===== config.mk =====
export PLATFORM = sky130hd
export DESIGN_NAME = csr_tap_sampler
export DESIGN_NICKNAME = d
export VERILOG_FILES = /design/src/rtl/csr_tap_sampler.sv
export SDC_FILE = /design/constraint.sdc
export NUM_CORES = 1
export LEC_CHECK = 0
export CAP_MARGIN = 20
export CORE_UTILIZATION = 54
export DETAILED_ROUTE_END_ITERATION = 16
export HOLD_SLACK_MARGIN = 0.06
export PLACE_DENSITY = 0.75
export SLEW_MARGIN = 20
export SYNTH_ARGS = -nofsm -noshare
export SYNTH_HDL_FRONTEND = slang
export SYNTH_SLANG_ARGS = --single-unit

===== constraint.sdc =====
create_clock -name clock -period 7.3 [get_ports clock]
set_input_delay 1.46 -clock clock [delete_from_list [all_inputs] [get_ports clock]]
set_output_delay 1.46 -clock clock [all_outputs]
set_load 0.03 [all_outputs]

===== src/rtl/csr_tap_sampler.sv =====
// csr_tap_sampler: captures timestamped CSR tap snapshots on change or on request,
// queues them, and streams each one out as a 7-beat 32-bit record.
`default_nettype none

module csr_tap_sampler #(
  parameter int DEPTH    = 4,
  parameter int TS_WIDTH = 32
) (
  input  logic        clock,
  input  logic        reset_n,
  input  logic        enable,
  input  logic        force_sample,
  input  logic        flag0,
  input  logic        flag1,
  input  logic        flag2,
  input  logic        flag3,
  input  logic        flag4,
  input  logic [31:0] word0,
  input  logic [31:0] word1,
  input  logic [31:0] word2,
  input  logic [31:0] word3,
  input  logic [31:0] word4,
  output logic        out_valid,
  input  logic        out_ready,
  output logic [31:0] out_data,
  output logic        out_last,
  output logic [15:0] drop_count
);

  localparam int AW = $clog2(DEPTH);

  typedef enum logic [2:0] {
    BEAT0 = 3'd0,
    BEAT1 = 3'd1,
    BEAT2 = 3'd2,
    BEAT3 = 3'd3,
    BEAT4 = 3'd4,
    BEAT5 = 3'd5,
    BEAT6 = 3'd6
  } state_t;

  state_t state, state_next;

  logic [4:0]        flags_in;
  logic [4:0][31:0]  words_in;
  logic [4:0]        last_flags;
  logic [4:0][31:0]  last_words;
  logic [9:0]        change_mask;

  logic [TS_WIDTH-1:0] ts;
  logic [15:0]         seq;
  logic                drop_pending;

  logic [9:0]          mem_mask  [DEPTH];
  logic [4:0]          mem_flags [DEPTH];
  logic [4:0][31:0]    mem_words [DEPTH];
  logic [TS_WIDTH-1:0] mem_ts    [DEPTH];
  logic                mem_drop  [DEPTH];
  logic [15:0]         mem_seq   [DEPTH];

  logic [AW-1:0] wr_ptr, rd_ptr;
  logic [AW:0]   count;
  logic          empty, full;
  logic          req, pop, accept, drop;
  logic [31:0]   head_header, head_ts;
  logic [4:0][31:0] head_words;

  assign flags_in = {flag4, flag3, flag2, flag1, flag0};
  assign words_in = {word4, word3, word2, word1, word0};

  always_comb begin
    change_mask = '0;
    for (int i = 0; i < 5; i++) begin
      change_mask[i]     = flags_in[i] != last_flags[i];
      change_mask[5 + i] = words_in[i] != last_words[i];
    end
  end

  assign empty  = (count == '0);
  assign full   = (count == (AW + 1)'(DEPTH));
  assign req    = enable && ((change_mask != '0) || force_sample);
  assign pop    = out_valid && out_ready && (state == BEAT6);
  // A record finishing this cycle frees its slot, so a request while full still fits.
  assign accept = req && (!full || pop);
  assign drop   = req && !accept;

  assign out_valid   = !empty;
  assign head_header = {mem_mask[rd_ptr], mem_flags[rd_ptr], mem_drop[rd_ptr], mem_seq[rd_ptr]};
  assign head_ts     = 32'(mem_ts[rd_ptr]);
  assign head_words  = mem_words[rd_ptr];

  always_ff @(posedge clock or negedge reset_n) begin
    if (!reset_n) begin
      state        <= BEAT0;
      ts           <= '0;
      seq          <= '0;
      drop_pending <= 1'b0;
      drop_count   <= '0;
      last_flags   <= '0;
      last_words   <= '0;
      wr_ptr       <= '0;
      rd_ptr       <= '0;
      count        <= '0;
    end else begin
      state <= state_next;
      ts    <= ts + TS_WIDTH'(1);
      if (accept) begin
        last_flags   <= flags_in;
        last_words   <= words_in;
        seq          <= seq + 16'd1;
        drop_pending <= 1'b0;
        wr_ptr       <= wr_ptr + AW'(1);
      end
      if (drop) begin
        drop_pending <= 1'b1;
        if (drop_count != 16'hFFFF) drop_count <= drop_count + 16'd1;
      end
      if (pop) rd_ptr <= rd_ptr + AW'(1);
      case ({accept, pop})
        2'b10:   count <= count + (AW + 1)'(1);
        2'b01:   count <= count - (AW + 1)'(1);
        default: count <= count;
      endcase
    end
  end

  // Payload storage needs no reset; occupancy is tracked by count.
  always_ff @(posedge clock) begin
    if (accept) begin
      mem_mask[wr_ptr]  <= change_mask;
      mem_flags[wr_ptr] <= flags_in;
      mem_words[wr_ptr] <= words_in;
      mem_ts[wr_ptr]    <= ts;
      mem_drop[wr_ptr]  <= drop_pending;
      mem_seq[wr_ptr]   <= seq;
    end
  end

  always_comb begin
    state_next = state;
    out_data   = '0;
    out_last   = 1'b0;
    if (out_valid) begin
      case (state)
        BEAT0:   out_data = head_header;
        BEAT1:   out_data = head_ts;
        BEAT2:   out_data = head_words[0];
        BEAT3:   out_data = head_words[1];
        BEAT4:   out_data = head_words[2];
        BEAT5:   out_data = head_words[3];
        BEAT6: begin
          out_data = head_words[4];
          out_last = 1'b1;
        end
        default: out_data = '0;
      endcase
      if (out_ready) begin
        state_next = (state == BEAT6) ? BEAT0 : state_t'(state + 3'd1);
      end
    end
  end

endmodule

`default_nettype wire


After elaboration in Yosys (flattened, before gate mapping)

Memories as Yosys holds them, arrays and structs flattened.
Index checks and enable logic that the tools add are counted.

Logic and storage cells: 76
Memories kept: 6
Memory bits (read-only): 0
RAM bits: 896
Flip-flop bits (word level): 240
Bits of input ports: 170
Latch bits: 0
Output and inout bits: 50

Divide/modulo/power cells: 0
Add/subtract/negate cells: 8
$lt $le $gt $ge: 0
Reduce and logical (&&, ||, !) cells: 17
Multipliers: 0
Equality and inequality tests: 20
Muxes and demuxes: 10
Shift operators: 0
Bitwise logic cells: 1

Memory list:

| name      | depth | width | read ports | clocked after Yosys merged registers in | wr ports | RTL line | text |
|---|---|---|---|---|---|---|---|
| mem_words | 4     | 160   | 1          | 0                                       | 1        | 56       | `logic [4:0][31:0] mem_words [DEPTH];` |
| mem_ts    | 4     | 32    | 1          | 0                                       | 1        | 57       | `logic [TS_WIDTH-1:0] mem_ts [DEPTH];` |
| mem_seq   | 4     | 16    | 1          | 0                                       | 1        | 59       | `logic [15:0] mem_seq [DEPTH];` |
| mem_mask  | 4     | 10    | 1          | 0                                       | 1        | 54       | `logic [9:0] mem_mask [DEPTH];` |
| mem_flags | 4     | 5     | 1          | 0                                       | 1        | 55       | `logic [4:0] mem_flags [DEPTH];` |
| mem_drop  | 4     | 1     | 1          | 0                                       | 1        | 58       | `logic mem_drop [DEPTH];` |

Operator list:

| operator                                             | number |
|---|---|
| case mux 32 bit (7 select lines)                     | 1 |
| inequality test 32 bit                               | 5 |
| adder 16 x 1 -> 16 bit (second input constant)       | 2 |
| adder 32 x 1 -> 32 bit (second input constant)       | 1 |
| two-way mux 32 bit                                   | 1 |
| inequality test 16 bit (second input constant)       | 1 |
| equality test 3 bit (second input constant)          | 4 |
| nonzero test 10 bit                                  | 1 |
| adder 3 x 1 -> 3 bit (second input constant)         | 2 |
| equality test 3 x 2 -> 1 bit (second input constant) | 2 |
| logical NOT 3 bit                                    | 2 |
| two-way mux 1 bit                                    | 6 |
| case mux 3 bit (2 select lines)                      | 1 |
| logical AND 1 bit                                    | 5 |
| inequality test 1 bit                                | 5 |
| adder 2 x 1 -> 2 bit (second input constant)         | 2 |
| AND reduction 2 bit                                  | 2 |
| nonzero test 2 bit                                   | 2 |
| equality test 3 x 1 -> 1 bit (second input constant) | 1 |
| logical NOT 1 bit                                    | 3 |
| two-way mux 3 bit                                    | 1 |
| subtractor 3 x 1 -> 3 bit (second input constant)    | 1 |
| equality test 2 x 1 -> 1 bit (second input constant) | 1 |
| equality test 2 bit (second input constant)          | 1 |
| 2 further kinds                                      | 3 |

Longest topological paths before layout

Gate-level depths: netlist of the first run.

Depth in word-level cells: 9
Mapped depth: 13
Gate-level depth less buffers: 12

Worst setup path before layout of the first run

No wires, ideal clock.

Path type: input-to-reg
From: input flag0
To: memory mem_drop[0], enable pin
Path buffers: 2
Stages: 7
Slack: -0.975 ns
Arrival: 7.661 ns
Required time: 6.686 ns
Setup time: 0.614 ns
Cell sequence: xor2_1 -> nor4_1 -> nand4_1 -> o311a_1 -> buf_6 -> buf_2 -> and2_1

Word-level cells in the longest chain between the ends: 7

Ends and longest elaborated chain:

| item                                    | RTL line | text |
|---|---|---|
| start, declared                         | 13       | `input logic flag0,` |
| inequality test 1 bit                   | 74       | `change_mask[i] = flags_in[i] != last_flags[i];` |
| nonzero test 10 bit                     | 81       | `assign req = enable && ((change_mask != '0) \|\| force_sample);` |
| logical OR 1 bit                        | 81       |  |
| logical AND 1 bit                       | 81       |  |
| logical AND 1 bit                       | 84       | `assign accept = req && (!full \|\| pop);` |
| two-way mux 1 bit                       | 129      | `if (accept) begin` |
| two-way mux 1 bit (implied by the code) | 134      | `mem_drop[wr_ptr] <= drop_pending;` |
| end, declared                           | 58       |  |

Every way passes these cells.

Worst setup path after layout of the first run

From: register rd_ptr[0]
To: output out_data[19]

Word-level cells in the longest chain between the ends: 3
Elaborated cells between the ends (all ways): 5
Classes of those cells: mux (2); memory (3)

Ends and longest elaborated chain:

| item                                         | RTL line | text |
|---|---|---|
| start, declared                              | 61       | `logic [AW-1:0] wr_ptr, rd_ptr;` |
| start signal, assigned                       | 118      | `if (pop) rd_ptr <= rd_ptr + AW'(1);` |
| memory (4 x 160 bit) (tied with other cells) | --       |  |
| case mux 32 bit (7 select lines) (*)         | 144      | `case (state)` |
| two-way mux 32 bit (*)                       | 143      | `if (out_valid) begin` |
| end, declared                                | 25       | `output logic [31:0] out_data,` |

Every way passes the cells marked *; elsewhere a longest branch is shown, timed or not.

==> metrics.txt, run 1 <==
syn nets=2,501; top post-synthesis cells by area=edfxtp_1, dfrtp_1, mux4_2; synth warn=0; register area share after synthesis=0.716; vias in the first global route=23,950; number of synthesized register bits=1,136; Post-synth ARST share=0.211; unrepaired setup endpoints after global routing=false; Pwr Total=21.6 mW; initial antenna violation count=10; global placer's final weighted congestion=0.839; GRT met2 Usage=0.415; DRT Wirelength=109,000 um; maximum vdd drop=0.497 mV; GR Overflow Total=0; remaining antenna violation count after routing=0; htree depth=3; period utilisation layout=0.841; CTS tree=done; Placed Cells incl. Taps=3,610; cts bufs inserted=112; cell row count=106; CP Cell Sequence=buf_12 -> buf_4 -> mux4_2 -> a222oi_1 -> a21boi_0 -> nor2_1 -> clkdlybuf4s50_1; # Post-CTS Setup Buffers=0; # DRC=0; CP peak stage delay=0.94 ns; CORE AREA=0.0840 sq mm; Power Density=407 mW/mm^2; total negative slack=0 ns; CTS max path bufs=3; critical path fanouts, max=35; WL per Instance=28.6 um; Cell variety after synth=45; Fin. Hold Viols=0; I/O Pins=220; Top delay family on crit path=buffers and inverters; Die ar.=0.0862 sq mm; slowest CP cell=dfrtp_4; Final min period=6.14 ns; Num Clock Sinks=1,136; CP Data Arrival Time=4.68 ns; synthesized area=0.0459 sq mm; cts hold-fix bufs=0; clock latency on the worst-skew pair=0.69 ns; leakage power=18.4 nW; Clock Pin Slew Worst Setup and Hold Paths=0.06 ns; clock root cell=clkbuf_16; largest net degree at the start of global routing=118; Final Max Slew Viols=0; Max Cap Viol=0; critical path class=register to output port; fin cells=3,824; Synth area leader=edfxtp_1; Die W=294 um; Hold Crit Class=register to register; Synth Flop Type=edfxtp_1; Vias=23,417; Synth Instances=2,322; Vias per Instance=6.12; Setup crit start kind=register; input/output buffers=219; status=finished clean; Layout area overhead=15.7%; 1st-iter DRT viols=2,582; synthesized area per cell=19.8 sq um; Tot GR Track Use=0.258; Final #Nets=2,769; Final setup violation count=0; Worst Tran Pin Value=1.11 ns; # resized after CTS=0; Worst setup EP type=output port; DPL Wire Length=70,400 um; clock skew=0.0542 ns; Initial Util=0.547; DRT Pass-1 Iters=6; GRT busiest layer=met2; fraction of layout instances using a drive strength above 1=0.237; Die Span Y=294 um; Fmax=163 MHz; grt met3 use=0.0539; first-pass GRT wire length=161,000 um; relative slew slack=0.257; post-synth top area share=0.586; Post-synth EDFFs=896; met1 Resource Use GR=0.356; Worst Path Required=5.84 ns; CP Buf/Inv Count=3
## report_power, final
part / switching (mW) / leakage, nW / total, mW / internal [mW]
registers: 0.612 / 11.2 / 9.02 / 8.41
logic: 4.00 / 5.37 / 6.94 / 2.94
clock network: 2.36 / 1.78 / 5.66 / 3.30
## placed cells by master (no fill, tap or decap), drive strengths merged, types with 2 or more instances in the layout
master	n
a31oi	3
and2	6
o22a	3
mux2i	25
and3	13
xnor2	202
nand3	29
buf	41
nand4	56
nor2	39
a21boi	11
nand2	100
a21oi	12
diode	6
clkdlybuf4s50	218
o31ai	2
xor2	29
o21ai	29
nor4	22
bufinv	8
nor3	13
ha	8
a22oi	11
mux2	189
clkinv	31
edfxtp	896
mux4	230
a222oi	27
clkbuf	166
dfrtp	240
inv	15
## cells by family after synthesis
| logic type | Yosys count | synth area share |
|---|---|---|
| DFF | 1136 | 0.716 |
| muxes | 444 | 0.177 |
| and+or+nand+nor | 282 | 0.0303 |
| xor gates and xnor gates | 231 | 0.0440 |
| buffers and inverters | 118 | 0.0136 |
| AOI/OAI and AO/OA | 102 | 0.0160 |
| adders and majority gates | 9 | 0.00261 |
## path summary, 6_finish.rpt
check | startpoint | to | slack (ns) | cells past startpoint
worst max-delay path | rd_ptr[0] | out_data[19] | 1.16 | 7
worst min-delay path | drop_count[4] | drop_count[4] | 0.49 | 1
worst max register to register | state[1] | mem_ts[1][8] | 2.37 | 8
worst min register to register | drop_count[4] | drop_count[4] | 0.49 | 1
max in group asynchronous | reset_n | rd_ptr[1] | 4.98 | 2
min in group asynchronous | reset_n | last_words[67] | 0.78 | 1
## synth_stat cells, types with 13 or more instances
cell      instances
buf_1            14
xnor2_1         202
a222oi_1         27
mux2i_1          25
nor3_1           13
nand4_1          56
dfrtp_1         240
clkbuf_1         38
mux4_2          230
nand2_1         100
o21ai_0          28
mux2_4          152
mux2_2           34
nor4_1           20
buf_6            18
and3_1           13
buf_2            33
nor2_1           39
nand3_1          28
edfxtp_1        896
xor2_1           29
## per-stage QoR
stage | hold slack [ns] | setup WS [ns] | area, sq um | utilization
6_report | 0.495 | 1.16 | 53200 | 0.633
3_3_place_gp | 0.485 | 1.32 | 49500 | 0.590
3_5_place_dp | 0.481 | 1.30 | 49500 | 0.590
5_1_grt | 0.509 | 0.977 | 53200 | 0.633
4_1_cts | 0.496 | 1.07 | 53100 | 0.633
2_1_floorplan | 0.467 | 1.56 | 45900 | -
## flip-flops by register name (all words and copies together), names as in the netlist, 4 cells and up
name        cells
mem_mask       40
ts             32
last_flags      5
mem_drop        4
mem_ts        128
seq            16
last_words    160
drop_count     16
mem_seq        64
mem_words     640
mem_flags      20
## cell type report
| type | instances | area [sq um] |
|---|---|---|
| sequential | 1136 | 32900 |
| clock inverter | 42 | 429 |
| timing repair buffer | 259 | 2690 |
| clock buffer | 166 | 3200 |
| multi-input combinational | 1068 | 12400 |
| inverter | 13 | 48.8 |
| fill | 5597 | 30800 |
| tap | 1134 | 1420 |
| antenna | 6 | 15.0 |
## routing by layer
| metal | part of all wire | up-vias |
|---|---|---|
| li1 | - | 9812 |
| met1 | 0.39 | 12387 |
| met2 | 0.49 | 1047 |
| met3 | 0.088 | 163 |
| met4 | 0.028 | 8 |
| met5 | 0.00051 | - |
(Power assumes the default switching activity.)
==> inputs of run 2 (changes only) <==
Settings changed: CORE_UTILIZATION 54 to 60, PLACE_DENSITY 0.75 to 0.79.
Clock period 7.3 ns to 6.3 ns, I/O delays scaled along.
==> metrics.txt, run 2 (synthesis results as in run 1) <==
status=finished clean; Worst Reg-to-Reg Cells=7 (-1); total negative slack=0 ns (unchanged); CP Data Arrival Time=4.27 ns (-0.41 ns); Fill cells=4,503 (-20%); Die W=279 um (-5.1%); Final setup violation count=0 (unchanged); Worst Path Required=5.04 ns (-0.80 ns); Worst Tran Pin Value=1.19 ns (+0.0760 ns); GR Overflow Total=0 (unchanged); critical path fanouts, max=25 (-29%); global placer's final weighted congestion=0.863 (+2.9%); CORE AREA=0.0758 sq mm (-9.7%); most common cell after layout, fill and taps aside=edfxtp_1; Num Clock Sinks=1,136 (unchanged); largest net degree at the start of global routing=113 (-4.2%); # resized after CTS=0 (unchanged); cts bufs inserted=109 (-2.7%); initial antenna violation count=11 (+1); clock latency on the worst-skew pair=0.66 ns (-0.03 ns); Worst setup EP type=output port; PnR worst setup slack=0.772 ns (-0.392 ns); vias in the first global route=24,132 (+0.76%); Vias per Instance=6.38 (+4.2%); worst hold start=drop_count[8]; # DRC=0 (unchanged); crit path from=state[0]; Final Max Slew Viols=0 (unchanged); clock root cell=clkbuf_16; CTS max path bufs=3 (unchanged); htree depth=3 (unchanged); relative slew slack=0.198 (-0.0591); Vias=23,495 (+0.33%); fraction of layout instances using a drive strength above 1=0.240 (+0.00276); Layout area overhead=15.5%; input/output buffers=219 (unchanged); Setup crit start kind=register; max reg flops=640 (unchanged); Max Cap Viol=0 (unchanged); Reg with most FFs=mem_words; FF/Latch Area=0.0329 sq mm (unchanged); Final #Nets=2,786 (+0.61%); critical path class=register to output port; Clock Pin Slew Worst Setup and Hold Paths=0.06 ns (about the same); CTS tree=done; I/O Pins=220 (unchanged); leakage power=18.4 nW (+0.23%); Tot GR Track Use=0.289 (+0.0307); r2r endpoint=last_words[93]; Initial Util=0.606 (+0.0587); Fmax=181 MHz; clock skew=0.0233 ns (-0.0309 ns); Top Registers=mem_words: 640 flops, last_words: 160 flops, mem_ts: 128 flops; DPL Wire Length=71,800 um (+1.9%); multi-input logic area=0.0124 sq mm (about the same); # Post-CTS Setup Buffers=0 (unchanged); cell row count=101 (-4.7%); remaining antenna violation count after routing=0 (unchanged); Final min period=5.53 ns; Die Span Y=279 um (-5.1%); flop2flop setup slack=1.57 ns (-0.80 ns); 1st-iter DRT viols=3,079 (+19%); CP endpoint=out_data[21]; maximum vdd drop=0.584 mV (+18%); unrepaired setup endpoints after global routing=false; WL per Instance=29.9 um (+4.5%); Power Density=470 mW/mm^2 (+16%); FF-to-FF Start=state[1]; DRT Wirelength=110,000 um (+0.65%); cts hold-fix bufs=0 (unchanged); DRT Pass-1 Iters=9 (+3); Place WS=0.969 ns (-0.336 ns); Fin. Hold Viols=0 (unchanged); Die ar.=0.0777 sq mm (-9.9%); period utilisation layout=0.877; most frequent cells in the layout=edfxtp_1, dfrtp_1, mux4_2, clkdlybuf4s50_1, xnor2_1; Hold Crit Class=register to register; first-pass GRT wire length=162,000 um (+0.18%)
==> run 2: worst min-delay path by stage <==
stage	to	depth (start not counted)
after CTS	drop_count[8]	1
final	drop_count[8]	1
after detailed placement	drop_count[8]	1
after global routing	drop_count[8]	1
after global placement	drop_count[8]	1
after floorplan	count[2]	1
==> run 2: critical path: stages (launching register included) <==
cell,delay [ns]
dfrtp_2,0.79
buf_4,0.48
mux2i_1,0.15
o21ai_0,0.93
a21boi_0,0.25
nor2_1,0.25
clkdlybuf4s50_1,0.72
==> run 2: layout make-up <==
| class | instances | share of cell area |
|---|---|---|
| clock inverter | 43 | 0.00809 |
| clock buffer | 160 | 0.0571 |
| multi-input combinational | 1068 | 0.234 |
| sequential | 1136 | 0.621 |
| tap | 978 | 0.0231 |
| antenna | 5 | 0.000236 |
| inverter | 13 | 0.000920 |
| timing repair buffer | 279 | 0.0556 |
==> run 2: metrics by stage <==
step	hold WS [ns]	total power [mW]	util	instances	cell area, sq um
global placement	0.483	18.5	0.654	3473	49600
CTS	0.500	25.0	0.700	3677	53000
finish	0.501	25.0	0.700	3682	53100
detailed placement	0.484	18.7	0.654	3474	49600
global route	0.519	25.7	0.700	3682	53100
floorplan	0.467	15.5	-	2322	45900
==> run 2: layer usage <==
metal / vias up / GRT usage / share of wire
met5: - / 0 / 0.00024
met4: 4 / 0.128 / 0.045
met3: 211 / 0.0613 / 0.098
met2: 1133 / 0.456 / 0.48
met1: 12320 / 0.394 / 0.37
li1: 9827 / - / -
==> run 2: where the power goes <==
part	switching, mW	total, mW	internal (mW)
sequential	0.711	10.4	9.73
combinational	4.69	8.17	3.48
clock	2.69	6.34	3.66
